### config.mk
export PLATFORM = sky130hd
export DESIGN_NAME = amo_sequencer
export DESIGN_NICKNAME = d
export VERILOG_FILES = /design/src/rtl/amo_sequencer.sv
export SDC_FILE = /design/constraint.sdc
export NUM_CORES = 1
export LEC_CHECK = 0
export ABC_AREA = 1
export CORE_AREA = 2 2 137 139
export CTS_CLUSTER_SIZE = 12
export DETAILED_ROUTE_END_ITERATION = 7
export DIE_AREA = 0 0 139 141
export HOLD_SLACK_MARGIN = 0.15
export PLACE_DENSITY_LB_ADDON = 0.15
export SLEW_MARGIN = 25
export SYNTH_ARGS = -nofsm -noshare
export SYNTH_HDL_FRONTEND = slang
export SYNTH_SLANG_ARGS = --single-unit
### constraint.sdc
create_clock -name clk -period 1.9 [get_ports clk]
set_input_delay 0.57 -clock clk [delete_from_list [all_inputs] [get_ports clk]]
set_output_delay 0.57 -clock clk [all_outputs]
set_load 0.02 [all_outputs]
### src/rtl/amo_sequencer.sv
// Read-modify-write sequencer for RISC-V AMOs: lock the shared bus, read the word,
// write back the external ALU result, release the lock, then return the old value.
module amo_sequencer #(
    parameter int ID_W = 3
) (
    input  logic            clk,
    input  logic            rst_n,
    input  logic            req_valid,
    output logic            req_ready,
    input  logic [31:0]     req_addr,
    input  logic [31:0]     req_rs2,
    input  logic [4:0]      req_op,
    input  logic [ID_W-1:0] req_id,
    output logic            lock_req,
    input  logic            lock_gnt,
    output logic            rd_req_valid,
    input  logic            rd_req_ready,
    output logic [31:0]     rd_addr,
    input  logic            rd_resp_valid,
    input  logic [31:0]     rd_resp_data,
    output logic            wr_req_valid,
    input  logic            wr_req_ready,
    output logic [31:0]     wr_addr,
    output logic [31:0]     wr_data,
    output logic [4:0]      alu_op,
    output logic [31:0]     alu_rs1_load,
    output logic [31:0]     alu_rs2,
    input  logic [31:0]     alu_result,
    output logic            done_valid,
    input  logic            done_ready,
    output logic [31:0]     done_data,
    output logic [ID_W-1:0] done_id,
    output logic            busy
);

    typedef enum logic [2:0] {
        S_IDLE    = 3'd0,
        S_LOCK    = 3'd1,
        S_RD_REQ  = 3'd2,
        S_RD_WAIT = 3'd3,
        S_WR      = 3'd4,
        S_RESP    = 3'd5
    } state_t;

    state_t          state_q;
    logic [31:0]     addr_q;
    logic [31:0]     rs2_q;
    logic [4:0]      op_q;
    logic [ID_W-1:0] id_q;
    logic [31:0]     load_q;

    always_ff @(posedge clk or negedge rst_n) begin
        if (!rst_n) begin
            state_q <= S_IDLE;
            addr_q  <= '0;
            rs2_q   <= '0;
            op_q    <= '0;
            id_q    <= '0;
            load_q  <= '0;
        end else begin
            case (state_q)
                S_IDLE: begin
                    if (req_valid) begin
                        // Word-align once at capture so both memory ports share one address.
                        addr_q  <= req_addr & ~32'h0000_0003;
                        rs2_q   <= req_rs2;
                        op_q    <= req_op;
                        id_q    <= req_id;
                        state_q <= S_LOCK;
                    end
                end
                S_LOCK: begin
                    if (lock_gnt) state_q <= S_RD_REQ;
                end
                S_RD_REQ: begin
                    if (rd_req_ready) state_q <= S_RD_WAIT;
                end
                S_RD_WAIT: begin
                    if (rd_resp_valid) begin
                        load_q  <= rd_resp_data;
                        state_q <= S_WR;
                    end
                end
                S_WR: begin
                    if (wr_req_ready) state_q <= S_RESP;
                end
                S_RESP: begin
                    if (done_ready) state_q <= S_IDLE;
                end
                default: state_q <= S_IDLE;
            endcase
        end
    end

    // All handshake outputs decode straight from the state register.
    assign req_ready    = (state_q == S_IDLE);
    assign lock_req     = (state_q == S_LOCK) || (state_q == S_RD_REQ) ||
                          (state_q == S_RD_WAIT) || (state_q == S_WR);
    assign rd_req_valid = (state_q == S_RD_REQ);
    assign wr_req_valid = (state_q == S_WR);
    assign done_valid   = (state_q == S_RESP);
    assign busy         = (state_q != S_IDLE);

    assign rd_addr      = addr_q;
    assign wr_addr      = addr_q;
    assign wr_data      = (state_q == S_WR) ? alu_result : 32'd0;

    assign alu_op       = op_q;
    assign alu_rs1_load = load_q;
    assign alu_rs2      = rs2_q;

    assign done_data    = load_q;
    assign done_id      = id_q;

endmodule

==> reports/metrics.cfg <==
[synth]
yosysSeqAreaShare_pct=51.7
post_synth_num_cell_types=21
synth_top_family_by_area=simple AND/OR/NAND/NOR gates
synthXorXnorAreaFrac_pct=0
most_common_library_cells_after_synthesis=nand2_1 (154), dfrtp_1 (105), nand3_1 (75)
syn_inst=552
ys_top_cells_by_area=dfrtp_1 (52%), nand2_1 (11%), buf_4 (9.8%)
synth_edf_count=0
complex_gate_fraction_of_the_synthesized_area_pct=0.197
ys.warnings.count=0
yosysTopAreaCell=dfrtp_1
avgSynthCellArea_um2=9.20
synth.area.mux_share_pct=9.31
synth_most_common_cell=nand2_1
async_flop_share_pct=100
post_synth_fa_ha_maj_area_fraction_pct=0
ys_ff_latch=105
post-synth-top-area-fraction_pct=51.7
synth-main-ff-cell=dfrtp_1
post_synthesis_cell_area_mm2=0.00508
post_synth_and_or_nand_nor_area_fraction_pct=22.7

[timing]
maxClockFrequency_mhz=493
final.setup_skew_ns=0.00704
final-setup-viol-count=36
timing.final.crit_period_ns=2.03
worstMarginPinSlew_ns=0.633
post-route-period-util_pct=107
final_critical_path_setup_slack_ns=-0.129
final-max-slew-violation-count=0
headroom_to_the_max_slew_limit_pct=57.8
hold_violations=0
unrepaired_setup_endpoints_after_global_routing=yes

[placed_design]
gpl.final_weighted_congestion=0.786
detailed_place_hpwl_um=12000
place_ws_ns=-0.504
placedCellCount=1057
number_of_buffers_added_on_ports=343

[floorplan]
effective_utilization_at_floorplan_pct=27.8
overall_die_width_um=139
area_of_the_die_mm2=0.0196
std_cell_rows=50
dieHeight_um=141
io_pins=350
placeableCoreArea_mm2=0.0183

[drt]
routed_via_density=4.36
drtAntennaViolNets=0
dr.first_iter.drc_count=150
wire_per_inst_um=15.6
drc=0
finalWirelength_um=16800
detailroute.via_count=4707
firstDrtPassIters=4

[grt]
gr-usage-all-layers_pct=16.6
globalRouteMet3Util_pct=3.53
grt_max_degree=106
grt_pass1_wl_um=25800
via_count_of_the_first_global_routing_pass=4821
groute.layer.met2.usage_pct=30.9
grt_antenna_before_repair=0
met1_usage_in_global_routing_pct=18.6
gr-total-overflow=0
globalRoute.busiestLayer=met2

[hold_path]
hold_path_class=in2async

[critical_path]
critPathArrivalTime_ns=1.46
crit_path_end_kind=output pin
path_max_fanout=18
cp_data_required_time_ns=1.33
crit_path_start_kind=flop
timing_worst_setup_path_type=reg2out

[power_and_ir_drop]
power.combinational.fraction_pct=57.6
netSwitchingPower_mw=6.26
p_clk_share_pct=13.9
internal_power_mw=7.99
vdd_drop_max_mv=0.718
power.share.switching_pct=43.9
seq_power_share_pct=28.5
power_leakage_nw=4.72
power-per-cell-area_mw_per_mm2=1640

[cts]
cts_tree=built
clock_insertion_delay_worst_skew_ns=0.34
cts_buffers=9
tritoncts_num_sinks=105
root_buffer=clkbuf_16
clock_path_buffers=2
cts.hold.buffers_added=0
h-tree-depth=3
cts.clk_slew.worst_paths_ns=0.07

[cells_and_area]
insertedDiodeCount=0
layout-area-overhead-vs-synth_pct=70.8
fraction_of_layout_cells_with_a_size_suffix_above_1_pct=16.7
final_instance_count_excl_fillers=1080
num-nets-final=986

[run_status]
run_status=finished, violations left
failed_checks=negative setup slack

[job]
maxCapViolCount=0

==> registers in the layout (all words and copies together), names as in the netlist <==
register	cells
alu_rs2	32
alu_op	5
state_q	3
done_id	3
rd_addr	30
alu_rs1_load	32
==> layout make-up <==
class | instances | area [um^2]
Fill cell | 1727 | 9600
Timing Repair Buffer | 371 | 3530
Sequential cell | 105 | 2630
Multi-Input combinational cell | 311 | 1740
Tap cell | 234 | 293
Clock buffer | 10 | 229
Inverter | 44 | 170
Clock inverter | 5 | 81.3
==> kinds of logic (layout without fill, tap and decap cells) <==
kind of cell    after synthesis  after routing
flops                       105            105
other cells                   1              4
compound gates                2              2
mux                          32             32
simple gates                273            273
buf+inv                     139            430
==> routing by layer <==
layer  vias up  part of all wire, %
met4         0                  1.8
met1      2251                   38
met3        18                  6.1
met2       209                   54
li1       2229                    -
met5         -                    0
==> power groups by stage <==
| stage | Combinational (mW) | Sequential [mW] | Clock [mW] |
|---|---|---|---|
| finish | 8.21 | 4.05 | 1.98 |
| global route | 8.78 | 4.23 | 2.14 |
| CTS | 8.14 | 4.07 | 2.06 |
| detailed placement | 9.03 | 4.15 | 0 |
| global placement | 8.98 | 4.11 | 0 |
| floorplan | 3.98 | 5.31 | 0 |
==> stage by stage <==
| stage | instance area [um^2] | power [mW] | utilization (%) | TNS, ns | hold WS (ns) |
|---|---|---|---|---|---|
| global route | 8670 | 15.1 | 47.5 | -5.41 | 0.290 |
| global placement | 8360 | 13.1 | 45.8 | -14.49 | 0.453 |
| finish | 8670 | 14.2 | 47.5 | -3.03 | 0.221 |
| CTS | 8490 | 14.3 | 46.5 | -3.29 | 0.315 |
| detailed placement | 8360 | 13.2 | 45.8 | -14.40 | 0.459 |
| floorplan | 5090 | 9.29 | - | 0 | 0.274 |
==> placed cells by master, fill, tap and decap left out, drive strengths merged <==
cell type      instances
a21oi                  1
clkbuf                11
clkinvlp               1
clkinv                 2
clkdlybuf4s50        142
inv                   44
buf                   66
dlygate4sd2          156
conb                   4
nand3b                 2
nand4                  3
and2                   1
nand2                155
bufinv                 2
mux2                  32
dlymetal6s2s           5
bufbuf                 1
o21ai                  1
nor2                  36
dfrtp                105
nand3                 75
nor3                   1
==> worst max-delay path: stages, from the launching register on <==
cell and delay [ns]:
dfrtp_1 0.41, nor2_4 0.16, nand2_4 0.10, buf_12 0.17
nor2_1 0.12, buf_4 0.16
==> timing repair <==
action,4_1_cts,5_1_grt
gates resized for setup,350,43
cloned,1,2
pin swaps,2,2
buffers inserted,5,0
endpoints found under the setup margin,194,57
==> worst paths after layout <==
path	start	cells past startpoint	end	slack, ns
min in group clk	alu_rs2[3]	2	alu_rs2[3]	0.47
worst min-delay path	rst_n	2	alu_rs2[18]	0.22
worst max-delay path	state_q[0]	5	wr_data[18]	-0.13
worst max register to register	state_q[0]	10	rd_addr[29]	0.12
worst min register to register	alu_rs2[3]	2	alu_rs2[3]	0.47
max in group asynchronous	rst_n	2	alu_rs2[11]	1.13
Note: power is estimated with default switching activity, not from simulation.
